File: src/rtl/feistel_round_seq_pkg.sv
// Shared types and constants for the Feistel round sequencer.
// Also hosts the word-reversal helper used when FEISTEL_FINAL_SWAP_EN is defined.
package feistel_round_seq_pkg;

    localparam int WORD_W         = 32;
    localparam int BLK_W          = 128;
    localparam int NUM_WORDS      = BLK_W / WORD_W;
    localparam int DEF_NUM_ROUNDS = 32;

    typedef enum logic [1:0] {
        ST_IDLE = 2'd0,
        ST_RUN  = 2'd1,
        ST_DONE = 2'd2
    } fsm_t;

    // Word 0 occupies bits [0:31]; the result places the last word first.
    function automatic logic [0:BLK_W-1] word_reverse(input logic [0:BLK_W-1] blk);
        logic [0:BLK_W-1] r;
        r = '0;
        for (int i = 0; i < NUM_WORDS; i++) begin
            r[i*WORD_W +: WORD_W] = blk[(NUM_WORDS-1-i)*WORD_W +: WORD_W];
        end
        return r;
    endfunction

endpackage

File: src/rtl/feistel_round_seq.sv
// Iterative sequencer: holds one 128-bit block and steps an external round datapath NUM_ROUNDS times.
// Optional macro FEISTEL_FINAL_SWAP_EN word-reverses the returned block.
module feistel_round_seq
    import feistel_round_seq_pkg::*;
#(
    parameter int NUM_ROUNDS = DEF_NUM_ROUNDS,
    parameter int RIDX_W     = 5
) (
    input  logic              clk,
    input  logic              rst_n,
    input  logic              in_valid,
    output logic              in_ready,
    input  logic              in_dec,
    input  logic [0:BLK_W-1]  in_data,
    output logic [0:BLK_W-1]  rnd_state,
    output logic [RIDX_W-1:0] rnd_idx,
    input  logic [0:BLK_W-1]  rnd_result,
    output logic              out_valid,
    input  logic              out_ready,
    output logic [0:BLK_W-1]  out_data,
    output logic              busy,
    output logic [1:0]        dbg_state
);

    // Handshakes: a transfer happens on a rising edge where valid and ready are
    // both high; valid never depends on ready, and out_data is held while
    // out_valid is high and out_ready is low.

    localparam logic [RIDX_W-1:0] LAST_IDX = RIDX_W'(NUM_ROUNDS - 1);

    fsm_t              fsm;
    logic [0:BLK_W-1]  state;
    logic [RIDX_W-1:0] cnt;
    logic              dec;

    always_ff @(posedge clk) begin
        if (!rst_n) begin
            fsm   <= ST_IDLE;
            state <= '0;
            cnt   <= '0;
            dec   <= 1'b0;
        end else begin
            case (fsm)
                ST_IDLE: begin
                    if (in_valid) begin
                        state <= in_data;
                        dec   <= in_dec;
                        cnt   <= '0;
                        fsm   <= ST_RUN;
                    end
                end
                ST_RUN: begin
                    state <= rnd_result;
                    if (cnt == LAST_IDX) begin
                        cnt <= '0;
                        fsm <= ST_DONE;
                    end else begin
                        cnt <= cnt + RIDX_W'(1);
                    end
                end
                ST_DONE: begin
                    // Returning to IDLE first keeps accept and output handshakes in separate cycles.
                    if (out_ready) begin
                        fsm <= ST_IDLE;
                    end
                end
                default: fsm <= ST_IDLE;
            endcase
        end
    end

    assign in_ready  = (fsm == ST_IDLE) && rst_n;
    assign out_valid = (fsm == ST_DONE);
    assign busy      = (fsm != ST_IDLE);
    assign dbg_state = fsm;

    // Decrypt walks the key schedule backwards from the last round key.
    assign rnd_idx   = dec ? (LAST_IDX - cnt) : cnt;
    assign rnd_state = state;

`ifdef FEISTEL_FINAL_SWAP_EN
    assign out_data = word_reverse(state);
`else
    assign out_data = state;
`endif

endmodule

File: config.mk
export PLATFORM = sky130hd
export DESIGN_NAME = feistel_round_seq
export DESIGN_NICKNAME = d
export VERILOG_FILES = /design/src/rtl/feistel_round_seq_pkg.sv /design/src/rtl/feistel_round_seq.sv
export SDC_FILE = /design/constraint.sdc
export NUM_CORES = 1
export LEC_CHECK = 0
export CORE_AREA = 2 2 207 209
export DETAILED_ROUTE_END_ITERATION = 6
export DIE_AREA = 0 0 209 211
export GPL_ROUTABILITY_DRIVEN = 0
export MAX_ROUTING_LAYER = met4
export PLACE_DENSITY = 0.56
export SYNTH_ARGS = -nofsm -noshare
export SYNTH_HDL_FRONTEND = slang
export SYNTH_SLANG_ARGS = --single-unit
File: constraint.sdc
create_clock -name clk -period 2.6 [get_ports clk]
set_input_delay 0.52 -clock clk [delete_from_list [all_inputs] [get_ports clk]]
set_output_delay 0.52 -clock clk [all_outputs]
set_load 0.005 [all_outputs]
==> impl_metrics.json, run 1 <==
{
  "cp_max_fo": 9,
  "die_w_um": 209,
  "rsz0062_at_grt": "false",
  "cts_setup_buffers": 0,
  "post_cts_resize_count": 0,
  "clockBufferDepth": 2,
  "antenna_found_initial": 0,
  "crit_arrival_ns": 1.95,
  "end_kind": "primary output",
  "cpPeakStageDelay_ns": 0.57,
  "yosysSeqAreaShare_pct": 38.42,
  "drive_gt1_share_pct": 4.124,
  "max_freq_mhz": 404.7,
  "std_cell_rows": 75,
  "finClkSkew_ns": 0.004172,
  "ios": 527,
  "hpwl_um": 21800,
  "area_delta_synth_final_pct": 74.50,
  "coreArea_sq_um": 41760,
  "finalPower_mw": 6.579,
  "status": "completed",
  "grt_pass1_vias": 7208,
  "path_buf_inv": 1,
  "portBuffers": 526,
  "cts_tree": "built",
  "yosysWarnings": 0,
  "dp.cells": 1771,
  "syn_nets": 1154,
  "path_cells": "or2_2 -> nor2_1 -> clkdlybuf4s50_1",
  "multi_input_area_sq_um": 2870,
  "seq_area_sq_um": 2723,
  "post_drt_wl_per_cell_um": 16.03,
  "firstDrtPassIters": 4,
  "layout.cells.non_filler": 1800,
  "fp.dieArea_sq_um": 44100,
  "via_per_inst": 4.111,
  "syn_inst": 891,
  "critical_path.top_delay_family": "buffers and inverters",
  "clock-root-buffer": "clkbuf_16",
  "grt_max_degree": 136,
  "cts.sinks": 136,
  "antenna_left": 0,
  "initial_core_util_pct": 16.97,
  "clk_latency_ns": 0.43,
  "die_height_um": 211,
  "ys_ff_latch": 136,
  "synth_area_sq_um": 7086,
  "rrSetupSlack_ns": 0.84,
  "tightest_slew_ns": 0.6946,
  "fin_crit_sh_pct": 95.03,
  "finalCriticalPeriod_ns": 2.471,
  "slowest_stage": "clkdlybuf4s50_1",
  "cp-start-kind": "register",
  "grt_util_all_layers_pct": 12.89,
  "cellLeakagePower_nw": 4.703,
  "grt-ovfl-total": 0,
  "fin_ws_ns": 0.1291,
  "ir_worst_vdd_mv": 0.3136,
  "power_density_nw_per_um2": 532.1,
  "hold_violations": 0,
  "insertedDiodeCount": 0,
  "drt-total-wl_um": 28860,
  "synthDistinctLibCells": 31,
  "num-nets-final": 1514,
  "nFillCells": 4472,
  "numCtsBuffers": 17,
  "drc": 0,
  "holdWs_ns": 0.5117,
  "critPathKind": "reg2out",
  "cp_data_required_time_ns": 2.08,
  "vias": 7399,
  "syn_avg_cell_area_sq_um": 7.952,
  "report.final.slew_viol_count": 0,
  "clk_pin_slew_ns": 0.06,
  "cts_max_level": 4,
  "hold_path_class": "reg2reg",
  "cap_violations": 0,
  "slew_headroom_pct": 53.69,
  "drt_iter0_drc": 326,
  "setup_viol": 0,
  "tns_ns": 0,
  "pre_cts_ws_ns": 0.1842,
  "cts_hold_buf": 0,
  "grt_pass1_wl_um": 42230
}
synth_stat cells:
cell,count,area (sq um)
a21oi_1,1,5.000
a22oi_1,3,22.52
a311oi_1,123,1077
a311oi_2,5,75.07
a31oi_1,1,6.260
and2b_1,1,7.510
and3_1,2,12.51
buf_2,24,120.1
buf_4,141,1059
buf_6,22,247.7
buf_8,1,15.01
clkbuf_1,15,56.30
dfxtp_1,136,2723
ha_1,2,25.02
inv_1,2,7.510
inv_2,1,3.750
mux2i_1,2,20.02
nand2_1,258,968.4
nand2b_1,1,6.260
nand3_1,1,5.000
nor2_1,133,499.2
nor2b_1,1,6.260
nor3_1,3,15.01
nor3b_1,1,7.510
o21ba_2,1,10.01
o21bai_1,1,7.510
o221a_2,1,11.26
o311a_1,1,10.01
or2_2,1,6.260
or3_1,1,6.260
xor2_1,5,43.79
worst paths after layout:
path                                  start                         to  cells past startpoint
setup / recovery  dbg_state[0]$_SDFFE_PN0P_                   in_ready                      3
hold reg to reg   out_data[65]$_SDFFE_PN0P_  out_data[65]$_SDFFE_PN0P_                      2
hold / removal    out_data[65]$_SDFFE_PN0P_  out_data[65]$_SDFFE_PN0P_                      2
setup reg to reg  dbg_state[0]$_SDFFE_PN0P_  out_data[78]$_SDFFE_PN0P_                      5
cell families (layout without fill, tap and decap cells):
family	after synthesis	in the layout	synth area share [%]
mux	2	2	0.2825
compound gates	137	137	17.29
flops	136	136	38.42
simple gates	403	403	21.74
fa+ha+maj	2	2	0.3531
buf+inv	206	576	21.30
xor+xnor	5	5	0.6180
layout by cell type, fill, tap and decap left out, types with 5 or more instances in the layout:
master / n
buf_4: 7
clkdlybuf4s50_1: 526
a311oi_2: 5
clkbuf_1: 6
buf_12: 11
xor2_1: 5
a311oi_1: 123
clkbuf_16: 17
nand2_1: 258
nor2_1: 133
dfxtp_1: 136
per-layer routing:
metal  track usage, %  wire length [um]  vias to the layer above
met3            3.375              1633                       17
li1                 -                 -                     3622
met2            21.90             14580                      297
met4            3.719               359                        0
met5                -                 0                        -
met1            14.98             12280                     3463
cell type report:
type | count | share of cell area [%]
inverter | 3 | 0.1113
clock inverter | 4 | 0.5667
sequential | 136 | 22.02
tap | 539 | 5.454
timing repair buffer | 544 | 44.79
clock buffer | 25 | 3.845
multi-input combinational | 549 | 23.21
tightest hold or removal path, delay by kind of cell, from the launching register on:
| family | cells | cell delay, ns |
|---|---|---|
| AOI/OAI and AO/OA | 1 | 0.05 |
| DFF | 1 | 0.32 |
| and+or+nand+nor | 1 | 0.10 |
flip-flops by register name, indices dropped and copies added, names as in the netlist:
signal     count
out_data     128
cnt            5
dbg_state      2
dec            1
where the power goes:
group	leakage (nW)	total, mW	internal, mW	switching (mW)
clock	0.267	2.38	1.44	0.931
combinational	3.31	1.74	1.13	0.612
sequential	1.13	2.46	2.27	0.191
total	4.70	6.58	4.85	1.73
per-stage QoR:
stage          area (sq um)  utilization (%)
6_report              12360            29.61
5_1_grt               12360            29.61
4_1_cts               12360            29.61
3_5_place_dp          11820            28.30
3_3_place_gp          11820            28.30
2_1_floorplan          7086                -
Note: power is estimated with default switching activity, not from simulation.
==> run 2, diff against run 1 <==
--- a/config.mk
+++ b/config.mk
@@ -5,12 +5,13 @@
 export SDC_FILE = /design/constraint.sdc
 export NUM_CORES = 1
 export LEC_CHECK = 0
-export CORE_AREA = 2 2 207 209
+export CORE_AREA = 2 2 206 208
 export DETAILED_ROUTE_END_ITERATION = 6
-export DIE_AREA = 0 0 209 211
+export DIE_AREA = 0 0 208 210
+export DONT_BUFFER_PORTS = 1
 export GPL_ROUTABILITY_DRIVEN = 0
 export MAX_ROUTING_LAYER = met4
-export PLACE_DENSITY = 0.56
+export PLACE_DENSITY = 0.4
 export SYNTH_ARGS = -nofsm -noshare
 export SYNTH_HDL_FRONTEND = slang
 export SYNTH_SLANG_ARGS = --single-unit
==> run 2 against run 1 <==
Net effect: total power shrank 13%; via count decreased by 26%; global-route usage decreased by 2.7 points; largest cell class is now multi-input combinational cells; setup slack improved by 0.50 ns.
==> impl_metrics.json, run 2 (same netlist as run 1, synthesis figures left out) <==
{
  "status": "completed",
  "power_density_nw_per_um2": 801.1,
  "multi_input_area_sq_um": 2870,
  "via_per_inst": 4.278,
  "p_sw_mw": 1.590,
  "ios": 527,
  "p_clk_share_pct": 45.4,
  "slew_headroom_pct": 60.12,
  "end_kind": "primary output",
  "drt_iter0_drc": 335,
  "area_delta_synth_final_pct": 0.4592,
  "tightest_slew_ns": 0.5982,
  "layout_commonest_cell": "nand2_1",
  "antenna_found_initial": 1,
  "clock-root-buffer": "clkbuf_16",
  "swShare_pct": 27.88,
  "drt-total-wl_um": 22070,
  "final_area_sq_um": 7118,
  "layout.cells.non_filler": 1273,
  "nFillCells": 4710,
  "clk_latency_ns": 0.47,
  "grt_pass1_wl_um": 32420,
  "final_cell_mix": "nand2_1, dfxtp_1, nor2_1",
  "setup_viol": 0,
  "r2r_cells": 6,
  "cp_data_required_time_ns": 2.08,
  "p_int_mw": 4.112,
  "cts_setup_buffers": 0,
  "vias": 5446,
  "cp-start-kind": "register",
  "hold_path_class": "in2reg",
  "coreArea_sq_um": 41480,
  "max_freq_mhz": 508.2,
  "tns_ns": 0,
  "fin_crit_sh_pct": 75.68,
  "num-nets-final": 984,
  "grt_pass1_vias": 5184,
  "portBuffers": 0,
  "initial_core_util_pct": 17.08,
  "numCtsBuffers": 17,
  "cp_max_fo": 7,
  "cts_tree": "built",
  "die_w_um": 208,
  "fp.dieArea_sq_um": 43680,
  "drc": 0,
  "finClkSkew_ns": 0.01167,
  "crit_arrival_ns": 1.45,
  "holdWs_ns": 0.1985,
  "cellLeakagePower_nw": 2.723,
  "post_drt_wl_per_cell_um": 17.34,
  "dp.cells": 1241,
  "cts_hold_buf": 0,
  "die_height_um": 210,
  "comb_power_share_pct": 10.2,
  "finalCriticalPeriod_ns": 1.968,
  "post_cts_resize_count": 0,
  "drive_gt1_share_pct": 7.367,
  "holdPathStages": 1,
  "cts_max_level": 4,
  "report.final.slew_viol_count": 0,
  "seq_area_sq_um": 2723,
  "hpwl_um": 16390,
  "critPathKind": "reg2out",
  "grt_util_all_layers_pct": 10.18,
  "p_seq_share_pct": 44.4,
  "ir_worst_vdd_mv": 0.3922,
  "hold_violations": 0,
  "cap_violations": 0,
  "cts.sinks": 136,
  "rsz0062_at_grt": "false",
  "firstDrtPassIters": 5,
  "largest_reg_flops": 128,
  "std_cell_rows": 75,
  "grt_max_degree": 119,
  "grt-ovfl-total": 0,
  "antenna_left": 0,
  "clockBufferDepth": 2,
  "clk_pin_slew_ns": 0.06,
  "place_area_sq_um": 6499
}
run 2: changes by cell type in the layout (fill, tap and decap cells not counted), sizes merged:
cell           before  now
buf                18   14
bufinv              2    3
clkdlybuf4s50     526    0
diode               0    1
clkbuf             25   24
clkinvlp            0    2
run 2: worst paths after layout:
| check | start | to | slack [ns] |
|---|---|---|---|
| min | rst_n | cnt[3]$_SDFFE_PN0P_ | 0.20 |
| max reg2reg | dbg_state[1]$_SDFFE_PN0P_ | out_data[107]$_SDFFE_PN0P_ | 0.91 |
| min reg2reg | cnt[0]$_SDFFE_PN0P_ | cnt[0]$_SDFFE_PN0P_ | 0.51 |
| max | dbg_state[0]$_SDFFE_PN0P_ | in_ready | 0.63 |
run 2: cell type report:
type,count,share of cell area (%)
diodes,1,0.03516
flip-flops and latches,136,38.25
inverters,3,0.1934
multi-input cells,549,40.32
clock buffers,24,7.049
well taps,539,9.474
repair buffers,14,3.059
clock inverters,7,1.617
run 2: layer usage:
layer | global-route usage, % | wire length (um) | vias up
met5 | - | 0 | -
met4 | 6.041 | 673 | 0
met3 | 4.380 | 2162 | 29
met2 | 16.23 | 10810 | 312
met1 | 10.44 | 8427 | 2532
li1 | - | - | 2573
run 2: critical path: stages, from the launching register on:
cell     delay, ns
dfxtp_1       0.32
buf_4         0.18
or2_2         0.31
nor2_1        0.18
run 2: power by group through the flow:
stage          clock network (mW)  logic, mW  registers [mW]
2_1_floorplan                   0      0.779            2.45
3_3_place_gp                    0      0.580            2.58
4_1_cts                      2.71      0.589            2.54
5_1_grt                      2.77      0.663            2.56
6_report                     2.59      0.581            2.53
3_5_place_dp                    0      0.588            2.59
run 2: stage by stage:
step	power [mW]	worst slack (ns)	utilization [%]
after floorplan	3.231	1.101	-
after global placement	3.165	0.9419	15.67
after detailed placement	3.173	0.9052	15.67
after CTS	5.838	0.5734	17.16
after global routing	5.990	0.5572	17.16
final	5.702	0.6324	17.16
==> run 3, diff against run 2 <==
--- a/config.mk
+++ b/config.mk
@@ -5,13 +5,13 @@
 export SDC_FILE = /design/constraint.sdc
 export NUM_CORES = 1
 export LEC_CHECK = 0
-export CORE_AREA = 2 2 206 208
+export CORE_AREA = 2 2 203 205
 export DETAILED_ROUTE_END_ITERATION = 6
-export DIE_AREA = 0 0 208 210
+export DIE_AREA = 0 0 205 207
 export DONT_BUFFER_PORTS = 1
 export GPL_ROUTABILITY_DRIVEN = 0
 export MAX_ROUTING_LAYER = met4
-export PLACE_DENSITY = 0.4
+export PLACE_DENSITY = 0.41
 export SYNTH_ARGS = -nofsm -noshare
 export SYNTH_HDL_FRONTEND = slang
 export SYNTH_SLANG_ARGS = --single-unit
==> constraint.sdc (replaced) <==
create_clock -name clk -period 1.7 [get_ports clk]
set_input_delay 0.34 -clock clk [delete_from_list [all_inputs] [get_ports clk]]
set_output_delay 0.34 -clock clk [all_outputs]
set_load 0.005 [all_outputs]
==> run 3 against run 2 <==
Net effect: final cell count increased by 5.7%; die area decreased by 2.9%; largest power group is now registers; clock-buffer cell count decreased by 4; critical path type unchanged; setup slack got worse by 0.56 ns; via count grew 6.1%; clock power is 49% higher; critical endpoint unchanged; global-route usage up 0.80 points.
==> impl_metrics.json, run 3 (same netlist as run 1, synthesis figures left out) <==
{
  "drt-total-wl_um": 23110,
  "p_clk_share_pct": 43.9,
  "drc": 0,
  "numCtsBuffers": 17,
  "swShare_pct": 28.86,
  "cp-start-kind": "register",
  "finalPower_mw": 8.828,
  "grt-ovfl-total": 0,
  "layout_commonest_cell": "nand2_1",
  "via_per_inst": 4.297,
  "slew_headroom_pct": 76.99,
  "rsz0062_at_grt": "false",
  "tightest_slew_ns": 0.3447,
  "clk_pin_slew_ns": 0.07,
  "finalCriticalPeriod_ns": 1.629,
  "crit_arrival_ns": 1.29,
  "post_drt_wl_per_cell_um": 17.19,
  "hpwl_um": 17120,
  "clock-root-buffer": "clkbuf_16",
  "setup_viol": 0,
  "p_sw_mw": 2.547,
  "cap_violations": 0,
  "tns_ns": 0,
  "cp-startpoint": "dbg_state[0]$_SDFFE_PN0P_",
  "firstDrtPassIters": 4,
  "status": "completed",
  "drive_gt1_share_pct": 10.33,
  "die_height_um": 207,
  "grt_max_degree": 70,
  "grt_pass1_vias": 5830,
  "cpPeakStageDelay_ns": 0.34,
  "clockBufferDepth": 2,
  "grt_most_used_layer": "met2",
  "r2r_start": "cnt[0]$_SDFFE_PN0P_",
  "num-nets-final": 1063,
  "hold_violations": 0,
  "insertedDiodeCount": 0,
  "cp_data_required_time_ns": 1.36,
  "cts_max_level": 4,
  "path_cells": "buf_6 -> or2_4 -> nor2_4",
  "comb_power_share_pct": 12.3,
  "coreArea_sq_um": 40370,
  "vias": 5780,
  "grt_util_all_layers_pct": 10.98,
  "end_kind": "primary output",
  "initial_core_util_pct": 17.55,
  "hold_start": "rnd_result[119]",
  "antenna_left": 0,
  "slowest_stage": "dfxtp_4",
  "report.final.slew_viol_count": 0,
  "drt_iter0_drc": 430,
  "holdWs_ns": 0.04295,
  "std_cell_rows": 74,
  "finClkSkew_ns": 0.01064,
  "clk_latency_ns": 0.46,
  "cellLeakagePower_nw": 3.070,
  "met3_usage_pct": 3.744,
  "area_delta_synth_final_pct": 10.91,
  "cp_max_fo": 6,
  "final_area_sq_um": 7859,
  "ios": 527,
  "dp.cells": 1259,
  "place_area_sq_um": 6703,
  "cts.sinks": 136,
  "ir_worst_vdd_mv": 0.6322,
  "grt_util_met2_pct": 17.93,
  "hold_path_class": "in2reg",
  "largest_reg_flops": 128,
  "grt_pass1_wl_um": 34160,
  "critPathKind": "reg2out",
  "portBuffers": 0,
  "max_freq_mhz": 613.7,
  "layout.cells.non_filler": 1345,
  "final_cell_mix": "nand2_1, dfxtp_1, nor2_1",
  "die_w_um": 205,
  "grt_use_met1_pct": 11.82,
  "cts_tree": "built",
  "fp.dieArea_sq_um": 42440,
  "power_density_nw_per_um2": 1123,
  "fin_crit_sh_pct": 95.85,
  "antenna_found_initial": 0,
  "p_int_mw": 6.281,
  "p_seq_share_pct": 43.8
}
==> run 3: cell count changes in the layout (fill, tap and decap cells not counted), moves of 2 or more <==
cell and delta:
clkinv_2 +2, dlygate4sd3_1 +53, buf_12 +2, buf_4 +23, clkbuf_8 -4, clkinv_4 +3
==> run 3: repair_timing <==
action                                  in CTS  in global routing
gates cloned                                 0                  0
endpoints found under the setup margin       2                  1
hold buffers                                53                  0
endpoints found under the hold margin       44                  0
gates resized for setup                      6                  1
pin swaps                                    1                  0
buffers inserted                             1                  0
==> run 3: cell type report <==
| cell class | instances | area (sq um) |
|---|---|---|
| timing repair buffer | 93 | 972.2 |
| clock inverter | 12 | 151.4 |
| tap | 532 | 665.6 |
| clock buffer | 20 | 446.7 |
| multi-input combinational | 549 | 2883 |
| inverter | 3 | 13.76 |
| sequential | 136 | 2726 |
| fill | 4545 | 32510 |
==> run 3: metrics by stage <==
step,util (%),setup WS (ns)
2_1_floorplan,-,0.2396
3_3_place_gp,16.60,0.2117
3_5_place_dp,16.60,0.1942
4_1_cts,19.46,0.008809
5_1_grt,19.47,0.005323
6_report,19.47,0.07055
==> run 3: final timing paths <==
kind,end,slack [ns],cells after the start
setup / recovery,in_ready,0.07,3
hold / removal,out_data[119]$_SDFFE_PN0P_,0.04,2
setup reg to reg,cnt[0]$_SDFFE_PN0P_,0.18,5
hold reg to reg,out_data[28]$_SDFFE_PN0P_,0.51,2
==> run 3: power by group through the flow <==
stage | clock network, mW | registers, mW | logic, mW
2_1_floorplan | 0 | 3.75 | 1.19
3_3_place_gp | 0 | 3.95 | 0.975
3_5_place_dp | 0 | 3.95 | 0.993
4_1_cts | 4.04 | 3.87 | 1.10
5_1_grt | 4.18 | 3.91 | 1.22
6_report | 3.87 | 3.87 | 1.09
==> run 3: per-layer routing <==
metal	up-vias	routed length, um
li1	2724	-
met1	2744	9388
met2	280	11330
met4	0	588
met3	32	1810
met5	-	0
==> run 3: critical path, delay by kind of cell (launching register included) <==
family,cells,cell delay (ns)
simple gates,2,0.37
flops,1,0.34
buf+inv,1,0.13
